**src/rtl/fp_int_serial_mul.sv**
```systemverilog
// fp_int_serial_mul: bit-serial FP16 x INT-N multiplier with a systolic forwarding pipe.
// Define FP_INT_MUL_SIGNED_EN for two's-complement weights (MSB weighs -2^(p-1)).
//
// state | meaning
// IDLE  | waiting for the first bit of a group
// ACC   | group in progress, accumulating one weight bit per valid cycle
module fp_int_serial_mul #(
  parameter int ACT_WIDTH = 16,
  parameter int W_MAX     = 8,
  parameter int FWD_DELAY = 1,
  parameter int MW        = 11 + W_MAX
) (
  input  logic                 clk,
  input  logic                 rst,
  input  logic                 in_valid,
  input  logic [ACT_WIDTH-1:0] act,
  input  logic                 w,
  input  logic [3:0]           precision,
  output logic                 out_valid,
  output logic                 sign_out,
  output logic [4:0]           exp_out,
  output logic [MW-1:0]        mant_out,
  output logic                 abort,
  output logic                 busy,
  output logic [ACT_WIDTH-1:0] act_fwd,
  output logic                 w_fwd,
  output logic                 valid_fwd
);

  localparam logic [3:0] W_MAX_P = 4'(W_MAX);

  typedef enum logic {
    IDLE = 1'b0,
    ACC  = 1'b1
  } state_t;

  state_t             state_q, state_d;
  logic [3:0]         eff_p_in, eff_p_q, eff_p_d;
  logic [3:0]         cnt_q, cnt_d;
  logic               sign_q, sign_d;
  logic [4:0]         exp_q, exp_d;
  logic [10:0]        m_q, m_d;
  logic signed [MW:0] acc_q, acc_d, addend;
  logic               done, abort_d, acc_neg, res_zero;
  logic [MW-1:0]      res_mag;

  always_comb begin
    if (precision == 4'd0) begin
      eff_p_in = 4'd1;
    end else if (precision > W_MAX_P) begin
      eff_p_in = W_MAX_P;
    end else begin
      eff_p_in = precision;
    end
  end

  always_comb begin
    state_d = state_q;
    eff_p_d = eff_p_q;
    cnt_d   = cnt_q;
    sign_d  = sign_q;
    exp_d   = exp_q;
    m_d     = m_q;
    acc_d   = acc_q;
    addend  = '0;
    done    = 1'b0;
    abort_d = 1'b0;
    unique case (state_q)
      IDLE: begin
        if (in_valid) begin
          eff_p_d = eff_p_in;
          cnt_d   = 4'd1;
          sign_d  = act[ACT_WIDTH-1];
          exp_d   = (act[14:10] == 5'd0) ? 5'd1 : act[14:10];
          m_d     = {act[14:10] != 5'd0, act[9:0]};
          addend  = w ? (MW+1)'(m_d) : '0;
`ifdef FP_INT_MUL_SIGNED_EN
          acc_d   = -addend;
`else
          acc_d   = addend;
`endif
          if (eff_p_in == 4'd1) begin
            done = 1'b1;
          end else begin
            state_d = ACC;
          end
        end
      end
      ACC: begin
        if (in_valid) begin
          cnt_d  = cnt_q + 4'd1;
          addend = w ? (MW+1)'(m_q) : '0;
          acc_d  = (acc_q <<< 1) + addend;
          if (cnt_d == eff_p_q) begin
            done    = 1'b1;
            state_d = IDLE;
          end
        end else begin
          abort_d = 1'b1;
          state_d = IDLE;
        end
      end
      default: state_d = IDLE;
    endcase
  end

  // Magnitude always fits MW bits: |m * w| < 2^11 * 2^W_MAX.
  always_comb begin
    acc_neg  = acc_d[MW];
    res_mag  = acc_neg ? MW'(-acc_d) : MW'(acc_d);
    res_zero = (res_mag == '0);
  end

  always_ff @(posedge clk or posedge rst) begin
    if (rst) begin
      state_q   <= IDLE;
      eff_p_q   <= '0;
      cnt_q     <= '0;
      sign_q    <= 1'b0;
      exp_q     <= '0;
      m_q       <= '0;
      acc_q     <= '0;
      out_valid <= 1'b0;
      abort     <= 1'b0;
      sign_out  <= 1'b0;
      exp_out   <= '0;
      mant_out  <= '0;
    end else begin
      state_q   <= state_d;
      eff_p_q   <= eff_p_d;
      cnt_q     <= cnt_d;
      sign_q    <= sign_d;
      exp_q     <= exp_d;
      m_q       <= m_d;
      acc_q     <= acc_d;
      out_valid <= done;
      abort     <= abort_d;
      if (done) begin
        mant_out <= res_mag;
        sign_out <= res_zero ? 1'b0 : (sign_d ^ acc_neg);
        exp_out  <= res_zero ? 5'd0 : exp_d;
      end
    end
  end

  assign busy = (state_q == ACC);

  logic [ACT_WIDTH+1:0] fwd_pipe [FWD_DELAY];

  always_ff @(posedge clk or posedge rst) begin
    if (rst) begin
      for (int i = 0; i < FWD_DELAY; i++) begin
        fwd_pipe[i] <= '0;
      end
    end else begin
      fwd_pipe[0] <= {act, w, in_valid};
      for (int i = 1; i < FWD_DELAY; i++) begin
        fwd_pipe[i] <= fwd_pipe[i-1];
      end
    end
  end

  assign {act_fwd, w_fwd, valid_fwd} = fwd_pipe[FWD_DELAY-1];

endmodule

```
**config.mk**
```make
export PLATFORM = sky130hd
export DESIGN_NAME = fp_int_serial_mul
export DESIGN_NICKNAME = d
export VERILOG_FILES = /design/src/rtl/fp_int_serial_mul.sv
export SDC_FILE = /design/constraint.sdc
export NUM_CORES = 1
export LEC_CHECK = 0
export ABC_AREA = 1
export BUFFER_PORTS_ARGS = -buffer_cell sky130_fd_sc_hd__buf_2
export CORE_AREA = 2 2 89 100
export CTS_CLUSTER_SIZE = 10
export DETAILED_ROUTE_END_ITERATION = 12
export DIE_AREA = 0 0 91 102
export PLACE_DENSITY_LB_ADDON = 0.15
export SLEW_MARGIN = 30
export SYNTH_ARGS = -nofsm -noshare
export SYNTH_HDL_FRONTEND = slang
export SYNTH_SLANG_ARGS = --single-unit
```
**constraint.sdc**
```tcl
create_clock -name clk -period 5.92 [get_ports clk]
set_input_delay 0 -clock clk [delete_from_list [all_inputs] [get_ports clk]]
set_output_delay 0 -clock clk [all_outputs]
set_load 0.01 [all_outputs]
```
# Word level (Yosys, flattened, before mapping)
# Cells that the tools add are included.
[word_totals] elab_cells=59 inputBits=24 reg_bits=91 out_inout_bits=46
[classes] magnitude_cmp=1 addsub=3 n_eq_ne=4 n_bitwise=2 muxes=30 n_reduce_logical=6
[op_table] op="$mux W20" n=2
[op_table] op="$pmux W20 S2" n=1
[op_table] op="$mux W11" n=2
[op_table] op="$add A20 B12 Y20" n=1
[op_table] op="$mux W5" n=4
[op_table] op="$logic_not A19 Y1" n=1
[op_table] op="$mux W19" n=1
[op_table] op="$neg A19 Y19" n=1
[op_table] op="$mux W4" n=4
[op_table] op="$mux W1" n=13
[op_table] op="$pmux W4 S2" n=1
[op_table] op="$logic_not A5 Y1" n=1
[op_table] op="$reduce_bool A5 Y1" n=1
[op_table] op="$add A4 B1 Y4 const B" n=1
[op_table] op="$eq A4 B1 Y1 const B" n=1
[op_table] op="$eq A4 B4 Y1" n=1
[op_table] op="$gt A4 B4 Y1 const B" n=1
[op_table] op="$logic_not A4 Y1" n=1
[op_table] op="$ne A2 B2 Y1 const B" n=2
[op_table] op="$pmux W1 S2" n=2
[op_table] op="$reduce_and A2 Y1" n=2
[op_table] op="$not A1 Y1" n=1
[op_table] op="$xor A1 B1 Y1" n=1

# Logic depth before layout (Yosys ltp)
# Gate-level depths: netlist (run 1).
[logic_depth] ltp_word=8 ltp_mapped=28 ltp_nobuf=27

# Least setup slack after synthesis (run 1)
# OpenSTA, ideal clock, no wires.
[synth_path] path_type="register -> register" startpoint="register m_q[1]" endpoint="register exp_out[0]" setup_ns=0.116 t_arrival_ns=2.626 stages_incl_launch_ff=25 period_less_slack_ns=2.742 slack_ns=3.178 required_ns=5.804 path_buffers=0 cell_sequence="dfrtp_1 nand2_1 inv_1 ha_1 fa_1 nand2_1 nand2_1 nand3_1 nand3b_1 nand3_1 nand2_2 nor2_1 nand2_1 nor2_4 nand2_1 nand2_1 nand2_1 nand2_1 inv_2 nor2_1 nand2_1 nor2_2 nand2_2 nand2_1 nand2_1"
[synth_between] elab_chain_len=8
[synth_rtl] item="start, declared" line_no="42" source="logic [10:0] m_q, m_d;"
[synth_rtl] item="start signal, assigned" line_no="134" source="m_q <= m_d;"
[synth_rtl] item="$mux W11 (*)" line_no="92" source="addend = w ? (MW+1)'(m_q) : '0;"
[synth_rtl] item="$add A20 B12 Y20 (*)" line_no="93" source="acc_d = (acc_q <<< 1) + addend;"
[synth_rtl] item="$mux W20 (*)" line_no="90" source="if (in_valid) begin"
[synth_rtl] item="$pmux W20 S2 (*)" line_no="68" source="unique case (state_q)"
[synth_rtl] item="via acc_d[7]" line_no="43" source="logic signed [MW:0] acc_q, acc_d, addend;"
[synth_rtl] item="$neg A19 Y19" line_no="110" source="res_mag = acc_neg ? MW'(-acc_d) : MW'(acc_d);"
[synth_rtl] item="$mux W19 (*)" line_no="110"
[synth_rtl] item="$logic_not A19 Y1 (*)" line_no="111" source="res_zero = (res_mag == '0);"
[synth_rtl] item="$mux W5 (*)" line_no="141" source="exp_out <= res_zero ? 5'd0 : exp_d;"
[synth_rtl] item="end signal, assigned" line_no="141"
[synth_rtl] item="end, declared" line_no="21" source="output logic [4:0] exp_out,"
# The timed path passes the listed nets; every way through them passes the cells marked *.
# A chain may end at the register's enable or synchronous reset.

# Worst setup path after layout (run 1)
[layout_path] startpoint="register state_q, in the netlist busy" endpoint="register exp_out[4]"
[layout_between] elab_chain_len=6 word_cells_on_any_way=8 classes_between="add/sub: 1; mux: 5; bitwise: 1; reduce/logical: 1"
[layout_rtl] item="start, declared" line_no="37" source="state_t state_q, state_d;"
[layout_rtl] item="start signal, assigned" line_no="129" source="state_q <= state_d;"
[layout_rtl] item="$not A1 Y1"
[layout_rtl] item="$pmux W20 S2 (*)" line_no="68"
[layout_rtl] item="via acc_d[1]" line_no="43"
[layout_rtl] item="$neg A19 Y19" line_no="110"
[layout_rtl] item="$mux W19 (*)" line_no="110"
[layout_rtl] item="$logic_not A19 Y1 (*)" line_no="111"
[layout_rtl] item="$mux W5 (*)" line_no="141"
# Marks and branches as above.

==> impl_metrics.json, run 1 <==
{
  "numCtsBuffers": 9,
  "max_freq_ghz": 0.3027,
  "die_w_um": 91,
  "io_buffers": 69,
  "ys_async_sr_fraction_pct": 100.0,
  "r2r_start": "busy$_DFF_PP0_",
  "required_ns": 6.18,
  "hp-start": "act[7]",
  "wl_per_cell_um": 13.97,
  "postCtsHoldBufs": 26,
  "cts_sinks": 91,
  "synth_edf_count": 0,
  "cts_max_path_buffers": 2,
  "critPathCaptureType": "register",
  "seq_area_frac_synth_pct": 45.16,
  "syn-cell-area_um2": 5042,
  "gp_congestion": 0.9728,
  "vias": 4686,
  "cts_tree": "done",
  "cap_violations": 0,
  "layout-drive-gt1-share_pct": 15.70,
  "intPower_w": 0.001138,
  "rows": 35,
  "p_clk_share_pct": 21.8,
  "hold_viol_final": 0,
  "cts_setup_buffers": 0,
  "outcome": "completed",
  "worstHoldPathType": "input pin to register",
  "grt_pass1_vias": 4649,
  "htreeDepth": 3,
  "powerDensity_nw_per_um2": 313.8,
  "slew_headroom_pct": 45.88,
  "wirelength_um": 12590,
  "min_period_ns": 3.304,
  "crit_type": "register to register",
  "startpoint": "busy$_DFF_PP0_",
  "antenna_found_initial": 0,
  "slew_viol_final": 0,
  "period_share_pct": 55.81,
  "viasPerCell": 5.201,
  "hpwl_um": 8786,
  "syn_nets": 728,
  "fp.dieArea_um2": 9282,
  "cts-resized-gates": 0,
  "worstPathArrival_ns": 3.57,
  "syn_avg_cell_area_um2": 7.297,
  "syn2layout_area_growth_pct": 17.59,
  "cp_max_fo": 24,
  "rsz0062_at_grt": "false",
  "worstMarginPinSlew_ns": 0.8118,
  "synth_top_cell_by_area": "dfrtp_1",
  "combPwrFrac_pct": 34.0,
  "synth-seq-cells": 91,
  "gr-total-overflow": 0,
  "p_switching_w": 0.0007224,
  "worstSkewPairLatency_ns": 0.36,
  "first_iter_violations": 365,
  "synth_area_leaders": "dfrtp_1, nand2_1, inv_1, nand3_1, o21ai_0",
  "antenna_left": 0,
  "num_antenna_cells": 0,
  "critPathMostFrequentCell": "nand2_1",
  "yosys_warnings": 0,
  "cts-root-buf": "clkbuf_8",
  "first_pass_iters": 5,
  "track_usage_pct": 29.12,
  "drc": 0,
  "whs_ns": 0.2880,
  "fillers": 694,
  "synth.top_cell.area_share_pct": 45.16,
  "tns_ns": 0,
  "ys.flop_type": "dfrtp_1",
  "power_frac_seq_pct": 44.2,
  "peakVddDrop_mv": 0.2049,
  "fin_worst_skew_ns": 0.01017,
  "setup_viol_count_final": 0,
  "start_kind": "register",
  "synth_cell_types": 38,
  "fin_nets": 822,
  "synthCells": 691,
  "critPathMaxStageDelay_ns": 0.44,
  "grt_max_degree": 92,
  "swShare_pct": 38.83,
  "path_clk_slew_ns": 0.10,
  "num_io_pins": 70,
  "die_y_um": 102,
  "leakage_nw": 3.247,
  "grt_pass1_wl_um": 21590,
  "crit_slowest_cell": "dfrtp_1",
  "start_util_pct": 61.25,
  "coreArea_um2": 8233
}
[metal layers]
metal,vias to the layer above,part of all wire (%),track usage [%]
li1,2341,-,-
met1,2207,42,35.58
met2,112,51,52.31
met3,26,4.6,4.204
met4,0,2.4,12.12
met5,-,0,0
[worst paths after layout]
| kind | to | cells past startpoint | slack (ns) |
|---|---|---|---|
| max | exp_out[4]$_DFFE_PP0P_ | 25 | 2.62 |
| min | fwd_pipe[9]$_DFF_PP0_ | 2 | 0.29 |
| max in group asynchronous | acc_q[6]$_DFF_PP0_ | 4 | 4.99 |
| max reg2reg | exp_out[4]$_DFFE_PP0P_ | 25 | 2.62 |
| min in group asynchronous | exp_out[3]$_DFFE_PP0P_ | 4 | 0.37 |
| min reg2reg | mant_out[14]$_DFFE_PP0P_ | 2 | 0.48 |
[synth_stat cells, drive strengths merged (3+ instances only)]
| master | count |
|---|---|
| a31oi | 3 |
| nor3 | 4 |
| xor2 | 7 |
| clkbuf | 8 |
| nand4 | 9 |
| inv | 109 |
| or2 | 7 |
| nor2 | 56 |
| nand3 | 61 |
| dfrtp | 91 |
| ha | 12 |
| nand2 | 247 |
| a21oi | 11 |
| buf | 6 |
| o21ai | 42 |
| o22ai | 4 |
| nand3b | 5 |
[worst max-delay path: cells and delay by family (launching register included)]
family | cells | cell delay (ns)
simple gates | 19 | 2.00
flops | 1 | 0.44
buf+inv | 4 | 0.37
compound gates | 1 | 0.26
fa+ha+maj | 1 | 0.14
[metrics by stage]
step,power [W],cell area [um^2],instances,util (%),worst slack (ns)
after global placement,0.001423,5478,859,66.54,2.601
after CTS,0.001862,5927,901,71.99,2.385
after global routing,0.001991,5929,901,72.02,2.157
after detailed placement,0.001442,5482,859,66.58,2.441
after floorplan,0.001245,5042,691,-,3.178
final,0.001861,5929,901,72.02,2.616
[placed cells by master, fill, tap and decap left out, types with 2 or more instances in the layout]
cell,instances
nand2_1,240
inv_1,99
dfrtp_1,91
buf_2,69
nand3_1,57
nor2_1,47
o21ai_0,38
dlygate4sd3_1,26
ha_1,12
a21oi_1,10
inv_2,9
clkbuf_8,9
nand4_1,8
nand2_2,7
xor2_1,7
nor2_2,6
or2_2,5
nand3b_1,5
nand3_2,4
o22ai_1,4
nor3_1,4
o21ai_1,3
a31oi_1,3
nor2_4,3
inv_6,3
clkinvlp_4,2
[cell type report]
class	instances	area [um^2]	share of cell area (%)
multi-input combinational	477	2293	38.68
inverter	109	410.4	6.921
clock buffer	10	127.6	2.152
tap	111	138.9	2.342
clock inverter	6	57.56	0.9707
sequential	91	2277	38.40
timing repair buffer	97	624.3	10.53
[cells by family (layout without fill, tap and decap cells)]
group           after synthesis  count (layout)  share of synthesized area (%)
mux                           1               1                         0.1985
xor+xnor                      8               8                          1.390
buf+inv                     123             222                          9.404
compound gates               65              65                          7.047
simple gates                390             390                          33.42
fa+ha+maj                    13              13                          3.375
flops                        91              91                          45.16
[power by group through the flow]
stage / logic (W) / registers [W] / clock network, W
after global placement: 0.000595 / 0.000828 / 0
after floorplan: 0.000388 / 0.000858 / 0
after global routing: 0.000716 / 0.000837 / 0.000439
after CTS: 0.000629 / 0.000821 / 0.000412
after detailed placement: 0.000613 / 0.000830 / 0
final: 0.000633 / 0.000822 / 0.000406
[flip-flops by register name (all words and copies together), names as in the netlist, 4 cells and up]
signal / flops
fwd_pipe: 18
mant_out: 19
cnt_q: 4
acc_q: 20
exp_out: 5
exp_q: 5
m_q: 11
eff_p_q: 4
Note: power is estimated with default switching activity, not from simulation.
==> run 2: changes to the inputs <==
--- a/config.mk
+++ b/config.mk
@@ -7,10 +7,10 @@
 export LEC_CHECK = 0
 export ABC_AREA = 1
 export BUFFER_PORTS_ARGS = -buffer_cell sky130_fd_sc_hd__buf_2
-export CORE_AREA = 2 2 89 100
+export CORE_AREA = 2 2 92 103
 export CTS_CLUSTER_SIZE = 10
 export DETAILED_ROUTE_END_ITERATION = 12
-export DIE_AREA = 0 0 91 102
+export DIE_AREA = 0 0 94 105
 export PLACE_DENSITY_LB_ADDON = 0.15
 export SLEW_MARGIN = 30
 export SYNTH_ARGS = -nofsm -noshare
==> constraint.sdc (replaced) <==
create_clock -name clk -period 3.4 [get_ports clk]
set_input_delay 0 -clock clk [delete_from_list [all_inputs] [get_ports clk]]
set_output_delay 0 -clock clk [all_outputs]
set_load 0.01 [all_outputs]
==> impl_metrics.json, run 2 (synthesis gave the netlist of run 1 again) <==
{
  "start_util_pct": 57.41,
  "max_freq_ghz": 0.3203,
  "fin_nets": 829,
  "crit_type": "input pin to register",
  "num_antenna_cells": 0,
  "htreeDepth": 3,
  "final_common_cell": "nand2_1",
  "critPathCaptureType": "register",
  "fillers": 740,
  "rows": 36,
  "top_layer_used": "met4",
  "die_w_um": 94,
  "cts_setup_buffers": 0,
  "hpwl_um": 9225,
  "place_inst": 869,
  "fin_area_um2": 6030,
  "first_pass_iters": 5,
  "setup_viol_count_final": 0,
  "antenna_left": 0,
  "largest_register_ffs": 20,
  "grt_max_degree": 45,
  "worstHoldPathType": "input pin to asynchronous set/reset pin",
  "die_y_um": 105,
  "worstMarginPinSlew_ns": 0.7551,
  "slew_viol_final": 0,
  "antenna_found_initial": 0,
  "dr_wl_met3_um": 534,
  "leakage_nw": 3.280,
  "crit_buf_inv": 5,
  "slew_headroom_pct": 49.60,
  "outcome": "completed",
  "track_usage_pct": 26.77,
  "viasPerCell": 5.127,
  "grt_pass1_wl_um": 20970,
  "top_regs": "acc_q (20), mant_out (19), fwd_pipe (18)",
  "start_kind": "input pin",
  "gp_congestion": 0.9946,
  "critPathMaxStageDelay_ns": 0.54,
  "layout-drive-gt1-share_pct": 17.69,
  "top_register": "acc_q",
  "crit_slowest_cell": "dlygate4sd3_1",
  "coreArea_um2": 8783,
  "final_cell_mix": "nand2_1, inv_1, dfrtp_1",
  "worstSkewPairLatency_ns": 0.37,
  "cap_violations": 0,
  "vias": 4671,
  "min_period_ns": 3.123,
  "worstPathArrival_ns": 3.38,
  "met1_length_um": 5738,
  "cp_max_fo": 15,
  "required_ns": 3.65,
  "stdcell_count": 911,
  "drc": 0,
  "hold_viol_final": 0,
  "numCtsBuffers": 9,
  "wl_per_cell_um": 13.84,
  "path_clk_slew_ns": 0.10,
  "cts_tree": "done",
  "num_io_pins": 70,
  "io_buffers": 69,
  "critPathMostFrequentCell": "nand2_1",
  "final_core_util_pct": 68.65,
  "cts_max_path_buffers": 2,
  "fp.dieArea_um2": 9870,
  "met2_length_um": 5972,
  "period_share_pct": 91.84,
  "multiInputGateArea_um2": 2349,
  "gr-total-overflow": 0,
  "fin_worst_skew_ns": 0.01545,
  "cts_sinks": 91,
  "first_iter_violations": 290,
  "path_delay_family": "simple AND/OR/NAND/NOR gates",
  "power_w": 0.003254,
  "syn2layout_area_growth_pct": 19.58,
  "regArea_um2": 2277,
  "peakVddDrop_mv": 0.4075,
  "place_area_um2": 5534,
  "wirelength_um": 12610,
  "grt_pass1_vias": 4545,
  "cts-root-buf": "clkbuf_8",
  "powerDensity_nw_per_um2": 539.7
}
run 2: cell types whose count changed in the layout (fill, tap and decap cells not counted), sizes merged:
cell / delta
buf: +7
clkinv: +2
clkinvlp: -1
inv: -1
run 2: routing by layer:
metal	vias up	global-route usage, %
li1	2352	-
met1	2152	35.59
met2	137	43.88
met3	30	3.749
met4	0	10.77
met5	-	0
run 2: through the flow:
step / worst slack, ns / hold slack, ns / setup TNS [ns]
after global routing: -0.005762 / 0.2799 / -0.005762
after floorplan: 0.6576 / 0.03143 / 0
after global placement: 0.2557 / 0.1230 / 0
final: 0.2775 / 0.2771 / 0
after CTS: 0.2110 / 0.2742 / 0
after detailed placement: 0.2511 / 0.1240 / 0
run 2: worst min-delay path, stage by stage:
cell	delay (ns)
dlygate4sd3_1	0.53
buf_2	0.12
clkinv_2	0.50
run 2: timing repair:
action,4_1_cts,5_1_grt
hold buffers,26,0
endpoints found under the setup margin,0,6
resized for setup,0,17
endpoints found under the hold margin,80,0
run 2: where the power goes:
group	internal, W	switching (W)
clock network	0.000273	0.000414
registers	0.00130	0.000135
logic	0.000417	0.000714
total	0.00199	0.00126
run 2: worst paths after layout:
| check | start | endpoint | slack [ns] | depth (start not counted) |
|---|---|---|---|---|
| max reg2reg | m_q[3]$_DFFE_PP0P_ | sign_out$_DFFE_PP0P_ | 0.28 | 24 |
| min in group clk | act[9] | fwd_pipe[11]$_DFF_PP0_ | 0.28 | 2 |
| max | w | sign_out$_DFFE_PP0P_ | 0.28 | 26 |
| min | rst | exp_q[3]$_DFF_PP0_ | 0.28 | 3 |
| max in group asynchronous | rst | mant_out[1]$_DFFE_PP0P_ | 2.28 | 4 |
| min reg2reg | sign_out$_DFFE_PP0P_ | sign_out$_DFFE_PP0P_ | 0.49 | 2 |
run 2: layout make-up:
cell class,instances,area share [%]
clock inverters,6,0.7885
inverters,109,6.806
well taps,114,2.366
clock buffers,10,2.117
repair buffers,104,11.21
multi-input cells,477,38.95
flip-flops and latches,91,37.77
==> run 3: changes to the inputs <==
==> constraint.sdc (replaced) <==
create_clock -name clk -period 3.4 [get_ports clk]
set_input_delay 0.68 -clock clk [delete_from_list [all_inputs] [get_ports clk]]
set_output_delay 0.68 -clock clk [all_outputs]
set_load 0.01 [all_outputs]
==> impl_metrics.json, run 3 (synthesis gave the netlist of run 1 again) <==
{
  "worstPathArrival_ns": 3.40,
  "hold_viol_final": 0,
  "powerDensity_nw_per_um2": 547.5,
  "outcome": "completed",
  "cts_max_path_buffers": 2,
  "worstSkewPairLatency_ns": 0.37,
  "multiInputGateArea_um2": 2364,
  "worstMarginPinSlew_ns": 0.6502,
  "first_iter_violations": 244,
  "vias": 4827,
  "leakage_nw": 3.548,
  "fillers": 712,
  "cp_max_fo": 12,
  "die_w_um": 94,
  "crit_slowest_cell": "fa_2",
  "critPathCaptureType": "register",
  "largest_register_ffs": 20,
  "max_freq_ghz": 0.3184,
  "top_register": "acc_q",
  "min_period_ns": 3.141,
  "htreeDepth": 3,
  "grt_pass1_wl_um": 21490,
  "worstHoldPathType": "input pin to asynchronous set/reset pin",
  "syn2layout_area_growth_pct": 26.33,
  "cap_violations": 0,
  "path_clk_slew_ns": 0.08,
  "cts_tree": "done",
  "antenna_left": 0,
  "period_share_pct": 92.37,
  "setup_viol_count_final": 0,
  "required_ns": 3.66,
  "stdcell_count": 958,
  "final_cell_mix": "nand2_1, inv_1, dfrtp_1",
  "num_io_pins": 70,
  "whs_ns": 0.3324,
  "drc": 0,
  "crit_type": "input pin to register",
  "die_y_um": 105,
  "grt_pass1_vias": 4632,
  "peakVddDrop_mv": 0.4470,
  "first_pass_iters": 5,
  "wirelength_um": 12890,
  "gr-total-overflow": 0,
  "final_common_cell": "nand2_1",
  "start_util_pct": 57.41,
  "rsz0062_at_grt": "false",
  "regArea_um2": 2277,
  "viasPerCell": 5.039,
  "wl_per_cell_um": 13.45,
  "cts_sinks": 91,
  "cts-root-buf": "clkbuf_8",
  "layout-drive-gt1-share_pct": 26.18,
  "critPathMostFrequentCell": "nand2_1",
  "grt_max_degree": 44,
  "slew_viol_final": 0,
  "start_kind": "input pin",
  "fin_nets": 878,
  "fp.dieArea_um2": 9870,
  "slew_headroom_pct": 56.20,
  "antenna_found_initial": 0,
  "hpwl_um": 9998,
  "numCtsBuffers": 9,
  "fin_worst_skew_ns": 0.01233,
  "place_inst": 942,
  "track_usage_pct": 27.79,
  "gp_congestion": 0.9355,
  "critPathMaxStageDelay_ns": 0.44,
  "top_regs": "acc_q (20), mant_out (19), fwd_pipe (18)",
  "io_buffers": 69,
  "rows": 36,
  "num_antenna_cells": 0,
  "coreArea_um2": 8783
}
-- run 3: final timing paths --
| kind | endpoint | slack, ns | cells after the start | startpoint |
|---|---|---|---|---|
| setup / recovery | exp_out[0]$_DFFE_PP0P_ | 0.26 | 25 | w |
| min in group clk | fwd_pipe[11]$_DFF_PP0_ | 0.43 | 1 | act[9] |
| hold / removal | fwd_pipe[12]$_DFF_PP0_ | 0.33 | 2 | rst |
| setup reg to reg | exp_out[0]$_DFFE_PP0P_ | 0.30 | 21 | m_q[7]$_DFFE_PP0P_ |
| max in group asynchronous | acc_q[12]$_DFF_PP0_ | 2.26 | 3 | rst |
| hold reg to reg | mant_out[10]$_DFFE_PP0P_ | 0.49 | 2 | mant_out[10]$_DFFE_PP0P_ |
-- run 3: layer usage --
metal	part of all wire [%]	track usage [%]	vias to the layer above	wire, um
met4	1.7	8.592	0	225
met5	0	0	-	0
li1	-	-	2447	-
met2	49	45.56	102	6276
met1	45	38.26	2260	5856
met3	4.1	3.821	18	529
-- run 3: power breakdown --
| part | internal (W) | total, W | leakage, nW | switching (W) |
|---|---|---|---|---|
| Combinational | 0.000581 | 0.00134 | 2.33 | 0.000759 |
| Clock | 0.000333 | 0.000707 | 0.0844 | 0.000374 |
| Sequential | 0.00130 | 0.00144 | 1.13 | 0.000138 |
-- run 3: area by class of cell --
class / count / area share (%)
well taps: 114 / 2.239
clock buffers: 10 / 2.004
clock inverters: 4 / 0.8446
flip-flops and latches: 91 / 35.75
repair buffers: 153 / 15.62
inverters: 109 / 6.443
multi-input cells: 477 / 37.10
-- run 3: stage by stage --
| stage | setup slack [ns] | utilization (%) | power, W | cell area, um^2 | TNS [ns] |
|---|---|---|---|---|---|
| after floorplan | 0.1085 | - | 0.002169 | 5042 | 0 |
| after global placement | -0.1160 | 69.39 | 0.002705 | 6095 | -0.6867 |
| after detailed placement | -0.2630 | 69.39 | 0.002747 | 6095 | -1.401 |
| after CTS | 0.09351 | 71.45 | 0.003455 | 6276 | 0 |
| after global routing | 0.01056 | 72.52 | 0.003719 | 6370 | 0 |
| final | 0.2595 | 72.52 | 0.003488 | 6370 | 0 |
-- run 3: timing repair --
item,CTS,global route
gates resized for setup,0,27
setup buffers,0,2
endpoints found under the setup margin,0,6
hold buffers,0,0
-- run 3: worst max-delay path, delay by kind of cell --
family	cells	cell delay, ns
adder cells (fa/ha/maj)	2	0.62
buffers and inverters	3	0.22
AO/OA/AOI/OAI	1	0.16
AND/OR/NAND/NOR	19	1.71
